[src/rtl/os_array_ctrl.sv]
// rtl/os_array_ctrl.sv - sequencing controller for an output-stationary PE array
// Runs skewed operand injection, pipeline flush, then a row-by-row drain of the scratch registers.
module os_array_ctrl #(
    parameter int OUT_ARRAY_DIM = 4,
    parameter int OUT_K_WIDTH   = 8,
    localparam int ROW_W        = (OUT_ARRAY_DIM > 1) ? $clog2(OUT_ARRAY_DIM) : 1
) (
    input  logic                     w_clock,
    input  logic                     w_reset,
    input  logic                     w_start,
    input  logic [OUT_K_WIDTH-1:0]   w_k_len,
    output logic                     w_busy,
    output logic                     w_done,
    output logic                     w_err,
    output logic                     w_pe_ready,
    output logic [OUT_ARRAY_DIM-1:0] w_pe_rw,
    output logic                     w_pe_stream,
    output logic [OUT_ARRAY_DIM-1:0] w_row_en,
    output logic [OUT_ARRAY_DIM-1:0] w_col_en,
    output logic                     w_drain_valid,
    input  logic                     w_drain_ready,
    output logic [ROW_W-1:0]         w_drain_row
);

    // Holds K + 2N - 3 for the largest K without wrapping.
    localparam int CNT_W = OUT_K_WIDTH + $clog2(2 * OUT_ARRAY_DIM) + 1;

    typedef enum logic [2:0] {
        S_IDLE,
        S_COMPUTE,
        S_FLUSH,
        S_DRAIN,
        S_DONE
    } state_t;

    state_t                 r_state;
    state_t                 w_next;
    logic [OUT_K_WIDTH-1:0] r_k;
    logic [CNT_W-1:0]       r_cnt;
    logic [ROW_W-1:0]       r_drain_row;
    logic                   r_err;

    logic                   w_start_ok;
    logic                   w_start_rej;
    logic                   w_cnt_last;
    logic                   w_flush_last;
    logic                   w_beat;
    logic                   w_row_last;

    assign w_start_ok   = (r_state == S_IDLE) && w_start && (w_k_len != '0);
    assign w_start_rej  = (r_state == S_IDLE) && w_start && (w_k_len == '0);
    assign w_cnt_last   = r_cnt == (CNT_W'(r_k) + CNT_W'(2 * OUT_ARRAY_DIM - 3));
    assign w_flush_last = r_cnt == CNT_W'(1);
    assign w_beat       = (r_state == S_DRAIN) && w_drain_ready;
    assign w_row_last   = r_drain_row == ROW_W'(OUT_ARRAY_DIM - 1);

    always_ff @(posedge w_clock or posedge w_reset) begin
        if (w_reset) begin
            r_state <= S_IDLE;
        end else begin
            r_state <= w_next;
        end
    end

    always_ff @(posedge w_clock or posedge w_reset) begin
        if (w_reset) begin
            r_k         <= '0;
            r_cnt       <= '0;
            r_drain_row <= '0;
            r_err       <= 1'b0;
        end else begin
            r_err <= w_start_rej;
            if (w_start_ok) begin
                r_k <= w_k_len;
            end
            // The counter is shared by COMPUTE and FLUSH and restarts on every state change.
            if (w_next != r_state) begin
                r_cnt <= '0;
            end else if (r_state == S_COMPUTE || r_state == S_FLUSH) begin
                r_cnt <= r_cnt + CNT_W'(1);
            end
            if (r_state == S_IDLE) begin
                r_drain_row <= '0;
            end else if (w_beat) begin
                r_drain_row <= w_row_last ? '0 : r_drain_row + ROW_W'(1);
            end
        end
    end

    always_comb begin
        w_next        = r_state;
        w_busy        = 1'b1;
        w_done        = 1'b0;
        w_pe_ready    = 1'b1;
        w_pe_rw       = '1;
        w_pe_stream   = 1'b0;
        w_row_en      = '0;
        w_col_en      = '0;
        w_drain_valid = 1'b0;
        w_drain_row   = r_drain_row;
        w_err         = r_err;
        case (r_state)
            S_IDLE: begin
                w_busy     = 1'b0;
                w_pe_ready = 1'b0;
                if (w_start_ok) begin
                    w_next = S_COMPUTE;
                end
            end
            S_COMPUTE: begin
                // Row i and column i see operands during c in [i, i+K-1].
                for (int i = 0; i < OUT_ARRAY_DIM; i++) begin
                    w_row_en[i] = (r_cnt >= CNT_W'(i)) && ((r_cnt - CNT_W'(i)) < CNT_W'(r_k));
                    w_col_en[i] = w_row_en[i];
                end
                if (w_cnt_last) begin
                    w_next = S_FLUSH;
                end
            end
            S_FLUSH: begin
                if (w_flush_last) begin
                    w_next = S_DRAIN;
                end
            end
            S_DRAIN: begin
                w_drain_valid = 1'b1;
                for (int i = 0; i < OUT_ARRAY_DIM; i++) begin
                    w_pe_rw[i] = r_drain_row != ROW_W'(i);
                end
                if (w_beat && w_row_last) begin
                    w_next = S_DONE;
                end
            end
            S_DONE: begin
                w_done     = 1'b1;
                w_pe_ready = 1'b0;
                w_next     = S_IDLE;
            end
            default: begin
                w_next = S_IDLE;
            end
        endcase
    end

endmodule

[config.mk]
export PLATFORM = sky130hd
export DESIGN_NAME = os_array_ctrl
export DESIGN_NICKNAME = d
export VERILOG_FILES = /design/src/rtl/os_array_ctrl.sv
export SDC_FILE = /design/constraint.sdc
export NUM_CORES = 1
export LEC_CHECK = 0
export BUFFER_PORTS_ARGS = -buffer_cell sky130_fd_sc_hd__buf_4
export CORE_MARGIN = 2
export CORE_UTILIZATION = 45
export CTS_CLUSTER_DIAMETER = 50
export DETAILED_ROUTE_END_ITERATION = 8
export GPL_TIMING_DRIVEN = 1
export PLACE_DENSITY_LB_ADDON = 0.15
export SKIP_LAST_GASP = 1
export SYNTH_ARGS = -nofsm -noshare
export SYNTH_HDL_FRONTEND = slang
export SYNTH_SLANG_ARGS = --single-unit
[constraint.sdc]
create_clock -name w_clock -period 6.45 [get_ports w_clock]
set_input_delay 0 -clock w_clock [delete_from_list [all_inputs] [get_ports w_clock]]
set_output_delay 0 -clock w_clock [all_outputs]
set_load 0.02 [all_outputs]
==> results of run 1 <==
==> synthesized netlist by cell type, drive strengths merged (2+ instances only) <==
master    n  area, sq um
a2111oi   3         26.3
a211oi    5         37.5
a21o      5         37.5
a21oi    15         82.6
a311oi    2         17.5
a31oi     4         25.0
and3      4         25.0
buf      11         85.1
clkbuf    7         26.3
dfrtp    26          651
ha       42          526
inv      21         78.8
nand2    41          154
nand2b    4         25.0
nand3     9         50.1
nand4     5         31.3
nor2     19         71.3
nor2b     2         12.5
nor3     16         85.1
nor3b     3         22.5
nor4      8         65.1
nor4b     2         17.5
o21a      2         15.0
o21ai    20          100
o31ai     2         15.0
or2       2         15.0
or4       4         37.5
xnor2    22          193
xor2     17          149
==> cells by family (layout without fill, tap and decap cells) <==
logic type                 after synthesis  after routing  share of synthesized area
and+or+nand+nor                        120            120                      0.223
AOI/OAI and AO/OA                       67             67                      0.156
adders and majority gates               42             42                      0.188
xor gates and xnor gates                39             39                      0.122
buffers and inverters                   39             63                     0.0682
DFF                                     26             26                      0.233
muxes                                    2              2                    0.00763
other                                    1              1                    0.00134
==> registers in the layout, summed over array words and instances, names as in the netlist <==
signal,cells
w_err,1
r_state,3
w_drain_row,2
r_cnt,12
r_k,8
==> power by group <==
part           total (mW)  switching, mW  internal (mW)
clock network      0.0922         0.0504         0.0419
registers           0.325          0.112          0.212
logic                1.25          0.704          0.547
total                1.67          0.867          0.802
==> cell type report <==
| cell class | instances | area, sq um | area share |
|---|---|---|---|
| inverter | 21 | 78.8 | 0.0252 |
| sequential | 26 | 651 | 0.208 |
| clock buffer | 3 | 41.3 | 0.0132 |
| multi-input combinational | 271 | 1950 | 0.623 |
| timing repair buffer | 39 | 315 | 0.101 |
| tap | 75 | 93.8 | 0.0300 |
==> worst paths after layout <==
path,slack [ns],start,to
max reg2reg,3.87,r_k[0],r_cnt[3]
min,0.006,w_start,w_err
min reg2reg,0.57,r_state[2],r_state[0]
max in group asynchronous,5.28,w_reset,r_cnt[0]
min in group asynchronous,0.54,w_reset,w_err
max,2.76,r_cnt[2],w_col_en[3]
==> through the flow <==
step | util | worst slack, ns | hold WS (ns) | cell area, sq um
after global placement | 0.503 | 3.20 | 0.222 | 3000
final | 0.525 | 2.76 | 0.00577 | 3130
after CTS | 0.525 | 2.75 | 0.00804 | 3130
after global routing | 0.525 | 2.45 | 0.0180 | 3130
after floorplan | - | 2.87 | 0.0400 | 2790
after detailed placement | 0.503 | 3.08 | 0.221 | 3000
==> routing by layer <==
| metal | track usage | vias up | part of all wire |
|---|---|---|---|
| met5 | 0 | - | 0 |
| met2 | 0.384 | 55 | 0.48 |
| li1 | - | 1234 | - |
| met1 | 0.302 | 1143 | 0.47 |
| met3 | 0.0283 | 4 | 0.040 |
| met4 | 0.0525 | 0 | 0.0083 |
==> cells in the final DEF, fill, tap and decap left out, types with 9 or more instances in the layout <==
cell           Yosys  final
xor2_1            17     17
o21ai_0           20     20
xnor2_1           22     22
dfrtp_1           26     26
dlygate4sd3_1      0      9
nor3_1            15     15
ha_1              42     42
nor2_1            19     19
nand2_1           41     41
a21oi_1           13     13
inv_1             21     21
buf_4              5     30
==> worst min-delay path, stage by stage <==
cell	delay (ns)
buf_4	0.10
nand2_1	0.09
nor2_1	0.05
==> repair_timing <==
| action | in CTS | in global routing |
|---|---|---|
| hold buffers | 9 | 0 |
| hold endpoints to repair | 22 | 0 |
| setup endpoints to repair | 0 | 0 |
==> results.py, run 1 <==
metrics = {
    "clock_network": {
        "cts_sinks": 26,
        "clk_latency_ns": 0.27,
        "cts_resized": 0,
        "path_clk_slew_ns": 0.09,
        "cts_tree": "done",
        "clock_path_buffers": 2,
        "cts_htree_levels": 1,
        "cts_root_buffer": "clkbuf_8",
        "numCtsBuffers": 3,
        "cts_setup_buffers": 0,
    },
    "layout": {
        "synthToLayoutAreaGrowth_pct": 12.2,
        "instances_no_fill": 435,
        "antenna_cells": 0,
        "layout-drive-gt1-share": 0.122,
        "fillers": 596,
        "fin_nets": 416,
    },
    "synthesis": {
        "avgSynthCellArea_sq_um": 8.30,
        "synth_cell_type_count": 51,
        "syn-num-nets": 390,
        "ys_warn_count": 0,
        "yosysSeqAreaShare": 0.233,
        "syn-cell-area_sq_mm": 0.00279,
        "synthArstFlopShare": 1.00,
        "synth_ff_type": "dfrtp_1",
        "ys_seq_elements": 26,
        "synth-edff-count": 0,
        "syn_inst": 336,
    },
    "setup_path": {
        "path_buf_inv": 2,
        "crit_top_cell": "ha_1",
        "crit_cells": 11,
        "path_class": "register to output port",
        "crit_slowest_cell": "dfrtp_1",
        "end_kind": "output port",
        "crit_chain": "inv_1 > ha_1 > a21oi_1 > nor3b_1 > nand2_1 > xnor2_1 > ha_1 > a2111oi_0 > nand3_1 > a311oi_1 > buf_4",
        "cp_max_fo": 15,
        "crit_required_ns": 6.45,
        "reg2reg_depth": 7,
        "cpPeakStageDelay_ns": 0.64,
        "crit_path_start_kind": "register",
        "cpLargestDelayFamily": "compound AO/OA/AOI/OAI gates",
        "arrival_ns": 3.69,
    },
    "route": {
        "firstDrtPassIters": 4,
        "drtAntennaViolNets": 0,
        "drcViolationCount": 0,
        "drt-vias-per-instance": 5.60,
        "vias": 2436,
        "drt_iter0_drc": 151,
        "wire_per_inst_um": 15.8,
        "route.final.wire_length_mm": 6.87,
    },
    "global_route": {
        "grt_first_pass_wirelength_mm": 11.8,
        "grtUsageTotal": 0.225,
        "overflow": 0,
        "antenna_found_initial": 0,
        "grt_max_degree": 27,
        "grt_pass1_vias": 2408,
    },
    "power": {
        "p_total_mw": 1.67,
        "power.density_mw_per_mm2": 533,
        "p_leak_nw": 1.47,
        "irDropWorstVdd_uv": 340,
    },
    "floorplan": {
        "start_util": 0.468,
        "fp.dieArea_sq_mm": 0.00684,
        "core_area_sq_mm": 0.00596,
        "die_w_um": 82.7,
        "die_y_um": 82.7,
        "num_io_pins": 32,
        "rows": 28,
    },
    "min_path": {
        "hold_path_class": "primary input to register",
        "whs_path_depth": 3,
    },
    "outcome": {
        "status": "completed",
    },
    "placed_design": {
        "place_congestion": 0.793,
        "place_inst": 423,
        "port_buffers": 30,
        "hpwl_mm": 5.13,
    },
    "sta": {
        "rsz0062_at_grt": "no",
        "final.setup.tns_ns": 0,
        "final_max_slew_viol_count": 0,
        "finalCritPeriodShare": 0.572,
        "clock.fmax_mhz": 271,
        "fin_skew_ns": 0.00932,
        "worst_pin_slew_ns": 1.03,
        "hold_viol_final": 0,
        "setup_viol": 0,
        "relSlewSlack": 0.313,
        "min_period_ns": 3.69,
    },
    "run": {
        "cap_violations": 0,
    },
}
(Power assumes the default switching activity.)
==> inputs of run 2 (changes only) <==
--- a/config.mk
+++ b/config.mk
@@ -5,6 +5,7 @@
 export SDC_FILE = /design/constraint.sdc
 export NUM_CORES = 1
 export LEC_CHECK = 0
+export ABC_AREA = 1
 export BUFFER_PORTS_ARGS = -buffer_cell sky130_fd_sc_hd__buf_4
 export CORE_MARGIN = 2
 export CORE_UTILIZATION = 45
==> constraint.sdc (replaced) <==
create_clock -name w_clock -period 3.5 [get_ports w_clock]
set_input_delay 0 -clock w_clock [delete_from_list [all_inputs] [get_ports w_clock]]
set_output_delay 0 -clock w_clock [all_outputs]
set_load 0.02 [all_outputs]
==> run 2 against run 1 <==
  * Final cell count increased by 22%
  * Die area grew 4.1%
  * Global-route usage fell by 0.29 points
  * Core utilization is 0.44 points lower
  * Sequential cell count is the same
  * Register-to-register slack got worse by 2.7 ns
  * Area after synthesis rose by 4.3%
  * Critical path depth is the same
  * Hold slack got worse by 0.032 ns
  * The run now ends with negative hold slack left
  * Power increased by 72%
  * First-iteration DRC count down 9.9%
  * Wire length is 11% higher
==> results.py, run 2 <==
metrics = {
    "layout": {
        "antenna_cells": 0,
        "fin_nets": 507,
        "fillers": 635,
        "layout-drive-gt1-share": 0.137,
        "regMostFlops": "r_cnt",
        "synthToLayoutAreaGrowth_pct": 13.1,
        "layout_common_cells": "97 x nand2_1, 54 x inv_1, 46 x nor2_1",
        "mostFrequentLayoutCell": "nand2_1",
        "top_regs": "r_cnt x12, r_k x8, r_state x3",
        "largest_register_ffs": 12,
    },
    "sta": {
        "setup_viol": 0,
        "finalCritPeriodShare": 0.836,
        "clock.fmax_mhz": 342,
        "min_period_ns": 2.93,
        "worst_pin_slew_ns": 1.04,
        "fin_hold_ws_ns": -0.0264,
        "relSlewSlack": 0.303,
        "fin_skew_ns": 0.00253,
        "final_max_slew_viol_count": 0,
        "hold_viol_final": 26,
        "rsz0062_at_grt": "no",
        "worst_slack_ns": 0.572,
        "final.setup.tns_ns": 0,
    },
    "floorplan": {
        "start_util": 0.461,
        "core_area_sq_mm": 0.00631,
        "die_y_um": 84.4,
        "die_w_um": 84.4,
        "rows": 29,
        "num_io_pins": 32,
        "fp.dieArea_sq_mm": 0.00712,
    },
    "synthesis": {
        "synthTopCellsByArea": "dfrtp_1 22%, ha_1 18%, nand2_1 13%",
        "yosysSeqAreaShare": 0.224,
        "avgSynthCellArea_sq_um": 6.91,
        "synthArstFlopShare": 1.00,
        "synth_cell_type_count": 31,
        "synth_top_area_frac": 0.224,
        "syn_inst": 421,
        "synth_common_cells": "97 x nand2_1, 54 x inv_1, 46 x nor2_1, 42 x ha_1, 26 x dfrtp_1",
        "synth_ff_type": "dfrtp_1",
        "syn-num-nets": 475,
        "synth-edff-count": 0,
        "ys_seq_elements": 26,
        "synth_most_common_cell": "nand2_1",
        "syn-cell-area_sq_mm": 0.00291,
        "yosys.area.top_type": "dfrtp_1",
        "ys_warn_count": 0,
    },
    "route": {
        "route.final.wire_length_mm": 7.65,
        "vias": 2744,
        "drt-vias-per-instance": 5.19,
        "drcViolationCount": 0,
        "drtAntennaViolNets": 0,
        "firstDrtPassIters": 4,
        "wire_per_inst_um": 14.5,
        "drt_iter0_drc": 136,
    },
    "global_route": {
        "grt_pass1_vias": 2605,
        "grt_max_degree": 27,
        "overflow": 0,
        "antenna_found_initial": 0,
        "grtUsageTotal": 0.222,
        "grt_first_pass_wirelength_mm": 12.7,
    },
    "setup_path": {
        "reg2reg_depth": 15,
        "reg2reg_slack_ns": 1.16,
        "cp_max_fo": 9,
        "path_class": "register to output port",
        "timing.rr.end": "r_cnt[7]",
        "end_kind": "output port",
        "arrival_ns": 2.93,
        "crit_path_start_kind": "register",
        "crit-reg2reg-launch": "r_cnt[0]",
        "crit_required_ns": 3.50,
    },
    "placed_design": {
        "hpwl_mm": 6.00,
        "port_buffers": 30,
        "place_congestion": 0.896,
        "pre_cts_ws_ns": 0.921,
    },
    "power": {
        "internal_power_mw": 1.28,
        "power.density_mw_per_mm2": 871,
        "irDropWorstVdd_uv": 455,
        "p_leak_nw": 1.80,
        "p_sw_frac": 0.554,
        "p_sw_mw": 1.59,
        "power_frac_comb": 0.750,
        "p_total_mw": 2.86,
        "seq_power_share": 0.179,
        "clkPwrFrac": 0.072,
    },
    "clock_network": {
        "cts_sinks": 26,
        "cts_root_buffer": "clkbuf_8",
        "numCtsBuffers": 3,
        "clk_latency_ns": 0.28,
        "clock_path_buffers": 2,
        "cts_htree_levels": 1,
        "cts_tree": "done",
        "path_clk_slew_ns": 0.10,
    },
    "outcome": {
        "failed_checks": "negative hold slack",
        "status": "finished, violations left",
    },
    "min_path": {
        "hold_path_class": "primary input to async pin",
    },
    "run": {
        "cap_violations": 0,
    },
}
-- run 2: cell count changes in the layout (fill, tap and decap cells not counted), moves of 5 or more --
cell     previous run  this run
nand2_2             0         7
nor4_1              7         2
a21oi_1            13        19
a21o_1              5         0
nor2_1             19        46
nand3_1             8        20
inv_1              21        54
xor2_1             17        24
nand2_1            41        97
xnor2_1            22         1
nor2_2              0        12
nor3_1             15        10
-- run 2: cell families (layout without fill, tap and decap cells) --
kind of cell,after synthesis,count (layout),share of synthesized area
AOI/OAI and AO/OA,50,50,0.0968
xor gates and xnor gates,25,25,0.0753
adders and majority gates,42,42,0.181
buffers and inverters,71,102,0.108
DFF,26,26,0.224
muxes,1,1,0.00387
other,1,1,0.00129
and+or+nand+nor,205,205,0.310
-- run 2: what timing repair did --
item	in CTS	in global routing
buffers inserted	0	0
hold buffers	10	0
gates resized for setup	0	0
endpoints found under the hold margin	9	0
-- run 2: layout make-up --
class	instances	area [sq um]	share of cell area
repair buffers	40	325	0.0989
well taps	77	96.3	0.0293
flip-flops and latches	26	651	0.198
inverters	58	218	0.0662
clock buffers	4	55.1	0.0167
multi-input cells	324	1940	0.591
-- run 2: worst max path at each step --
stage	endpoint	cells past startpoint	slack, ns	from
after floorplan	w_row_en[1]	12	0.81	r_cnt[2]
after global placement	w_row_en[1]	13	0.95	r_cnt[1]
after detailed placement	w_col_en[1]	11	0.92	r_cnt[2]
after CTS	w_col_en[1]	11	0.60	r_cnt[2]
after global routing	w_col_en[1]	13	0.39	r_cnt[2]
final	w_col_en[1]	11	0.57	r_cnt[2]
-- run 2: per-stage QoR --
| step | cell area [sq um] | hold WS [ns] | instances | utilization |
|---|---|---|---|---|
| 5_1_grt | 3290 | 0.0800 | 529 | 0.521 |
| 2_1_floorplan | 2910 | 0.0400 | 421 | - |
| 6_report | 3290 | -0.0264 | 529 | 0.521 |
| 4_1_cts | 3290 | 0.0278 | 529 | 0.521 |
| 3_3_place_gp | 3130 | 0.247 | 515 | 0.496 |
| 3_5_place_dp | 3130 | 0.250 | 515 | 0.496 |
-- run 2: power by group through the flow --
stage          registers (mW)  clock network, mW  logic (mW)
2_1_floorplan           0.461                  0        1.69
3_3_place_gp            0.515                  0        2.10
3_5_place_dp            0.518                  0        2.14
4_1_cts                 0.511              0.212        2.16
5_1_grt                 0.524              0.222        2.47
6_report                0.511              0.206        2.15
-- run 2: worst max-delay path, cell delays in order, from the launching register on --
cell and delay (ns):
dfrtp_1 0.50, inv_1 0.25, ha_1 0.25, inv_1 0.07, nor3_1 0.38, nand2_1 0.16, xor2_1 0.17, ha_1 0.30
a21oi_1 0.13, nand2_1 0.07, a31oi_1 0.20, buf_4 0.17
-- run 2: per-layer routing --
metal	track usage	part of all wire	up-vias
met5	0	0	-
met3	0.0157	0.030	12
met2	0.377	0.47	58
met1	0.306	0.48	1268
met4	0.0606	0.020	0
li1	-	-	1406
==> inputs of run 3 (changes only) <==
==> constraint.sdc (replaced) <==
create_clock -name w_clock -period 2.4 [get_ports w_clock]
set_input_delay 0 -clock w_clock [delete_from_list [all_inputs] [get_ports w_clock]]
set_output_delay 0 -clock w_clock [all_outputs]
set_load 0.02 [all_outputs]
==> run 3 against run 2 <==
  * The flow finishes with violations (negative setup slack)
  * Via count increased by 3.8%
  * Sequential power increased by 35%
  * Critical endpoint is now w_row_en[1]
  * Clock power increased by 44%
  * Die area unchanged
  * Power increased by 78%
  * Final cell count increased by 5.7%
  * Highest routed layer unchanged
  * Hold slack improved by 0.12 ns
==> results.py, run 3 (synthesis results as in run 2) <==
metrics = {
    "min_path": {
        "min_to": "r_state[2]",
        "whs_path_depth": 5,
        "min_from": "w_drain_ready",
        "hold_path_class": "primary input to register",
    },
    "floorplan": {
        "fp.dieArea_sq_mm": 0.00712,
        "num_io_pins": 32,
        "die_w_um": 84.4,
        "die_y_um": 84.4,
        "core_area_sq_mm": 0.00631,
        "rows": 29,
        "start_util": 0.461,
    },
    "setup_path": {
        "path_buf_inv": 2,
        "cpPeakStageDelay_ns": 0.47,
        "cp_max_fo": 4,
        "reg2reg_depth": 15,
        "crit_required_ns": 2.40,
        "crit_top_cell": "nand2_4",
        "arrival_ns": 2.46,
        "reg2reg_slack_ns": 0.31,
        "crit_slowest_cell": "dfrtp_2",
        "path_class": "register to output port",
        "crit_chain": "inv_4 > ha_4 > nand2_4 > nand2_4 > nor2_4 > xor2_2 > ha_1 > a21oi_2 > nand4_1 > nor2_1 > nand3_1 > a31oi_4 > buf_6",
        "crit-reg2reg-launch": "r_k[0]",
        "cpLargestDelayFamily": "simple AND/OR/NAND/NOR gates",
        "end_kind": "output port",
        "timing.rr.end": "r_cnt[0]",
        "crit_path_start_kind": "register",
    },
    "sta": {
        "clock.fmax_mhz": 406,
        "final.setup.tns_ns": -0.185,
        "finalCritPeriodShare": 1.03,
        "fin_skew_ns": 0.00311,
        "min_period_ns": 2.46,
        "setup_viol": 4,
        "final_max_slew_viol_count": 0,
        "rsz0062_at_grt": "yes",
        "worst_slack_ns": -0.0620,
        "hold_viol_final": 0,
    },
    "layout": {
        "mostFrequentLayoutCell": "nand2_1",
        "fillers": 597,
        "largest_register_ffs": 12,
        "top_regs": "r_cnt x12, r_k x8, r_state x3",
        "antenna_cells": 0,
        "synthToLayoutAreaGrowth_pct": 28.4,
        "regMostFlops": "r_cnt",
        "fin_nets": 537,
        "layout-drive-gt1-share": 0.263,
        "layout_common_cells": "90 x nand2_1, 56 x buf_4, 50 x inv_1",
    },
    "clock_network": {
        "cts_sinks": 26,
        "cts_htree_levels": 1,
        "numCtsBuffers": 3,
        "path_clk_slew_ns": 0.10,
        "cts_tree": "done",
        "cts_root_buffer": "clkbuf_8",
        "clk_latency_ns": 0.27,
        "clock_path_buffers": 2,
    },
    "route": {
        "drcViolationCount": 0,
        "wire_per_inst_um": 13.6,
        "drt_iter0_drc": 134,
        "route.final.wire_length_mm": 7.63,
        "vias": 2849,
        "drtAntennaViolNets": 0,
        "firstDrtPassIters": 4,
        "drt-vias-per-instance": 5.10,
    },
    "global_route": {
        "grt_max_degree": 27,
        "grt_first_pass_wirelength_mm": 13.2,
        "antenna_found_initial": 0,
        "grtUsageTotal": 0.226,
        "overflow": 0,
        "grt_pass1_vias": 2906,
    },
    "power": {
        "power.density_mw_per_mm2": 1370,
        "internal_power_mw": 2.46,
        "clkPwrFrac": 0.058,
        "power_frac_comb": 0.807,
        "irDropWorstVdd_uv": 896,
        "seq_power_share": 0.135,
        "p_sw_frac": 0.519,
        "p_sw_mw": 2.65,
        "p_leak_nw": 1.97,
    },
    "placed_design": {
        "hpwl_mm": 6.10,
        "place_congestion": 0.972,
        "port_buffers": 30,
        "pre_cts_ws_ns": 0.0794,
    },
    "outcome": {
        "failed_checks": "negative setup slack",
        "status": "finished, violations left",
    },
    "run": {
        "cap_violations": 0,
    },
}
-- run 3: timing repair --
action / 4_1_cts / 5_1_grt
buffers inserted: 9 / 5
endpoints found under the hold margin: 35 / 0
hold buffers: 10 / 0
resized for setup: 14 / 38
pin swaps: 5 / 20
setup endpoints to repair: 6 / 7
-- run 3: how the worst max path moves through the flow --
stage / start / to / slack [ns] / depth (start not counted)
CTS: r_cnt[1] / w_row_en[1] / -0.06 / 12
global placement: r_cnt[1] / w_col_en[1] / 0.20 / 13
global route: r_cnt[2] / w_row_en[3] / -0.19 / 13
floorplan: r_cnt[2] / w_row_en[3] / 0.02 / 14
finish: r_cnt[1] / w_row_en[1] / -0.06 / 13
detailed placement: r_cnt[1] / w_row_en[1] / 0.08 / 13
-- run 3: tightest hold or removal path, delay by kind of cell --
family                 cells  cell delay [ns]
buffers and inverters      3             0.20
AND/OR/NAND/NOR            2             0.13
-- run 3: metrics by stage --
| stage | area (sq um) | instances | hold WS, ns | total power, mW | utilization |
|---|---|---|---|---|---|
| CTS | 3540 | 554 | 0.0945 | 4.66 | 0.561 |
| finish | 3730 | 559 | 0.0919 | 5.10 | 0.591 |
| floorplan | 2930 | 421 | 0.0400 | 3.22 | - |
| detailed placement | 3280 | 531 | 0.0978 | 4.09 | 0.519 |
| global placement | 3280 | 531 | 0.0891 | 4.02 | 0.519 |
| global route | 3730 | 559 | 0.144 | 5.65 | 0.591 |
-- run 3: power groups by stage --
stage	sequential, mW	combinational [mW]	clock, mW
finish	0.690	4.11	0.297
global route	0.709	4.62	0.321
CTS	0.672	3.69	0.301
detailed placement	0.688	3.40	0
global placement	0.684	3.34	0
floorplan	0.672	2.55	0
-- run 3: layout make-up --
class | instances | area, sq um | share of cell area
clock buffers | 4 | 55.1 | 0.0148
inverters | 58 | 223 | 0.0597
multi-input cells | 324 | 2140 | 0.574
flip-flops and latches | 26 | 652 | 0.175
well taps | 77 | 96.3 | 0.0258
repair buffers | 70 | 566 | 0.152
-- run 3: metal layers --
layer / routed length, um / share of wire / track usage / up-vias
met5: 0 / 0 / 0 / -
met4: 132 / 0.017 / 0.0577 / 0
met3: 267 / 0.035 / 0.0157 / 10
met2: 3670 / 0.48 / 0.397 / 69
met1: 3560 / 0.47 / 0.304 / 1304
li1: - / - / - / 1466
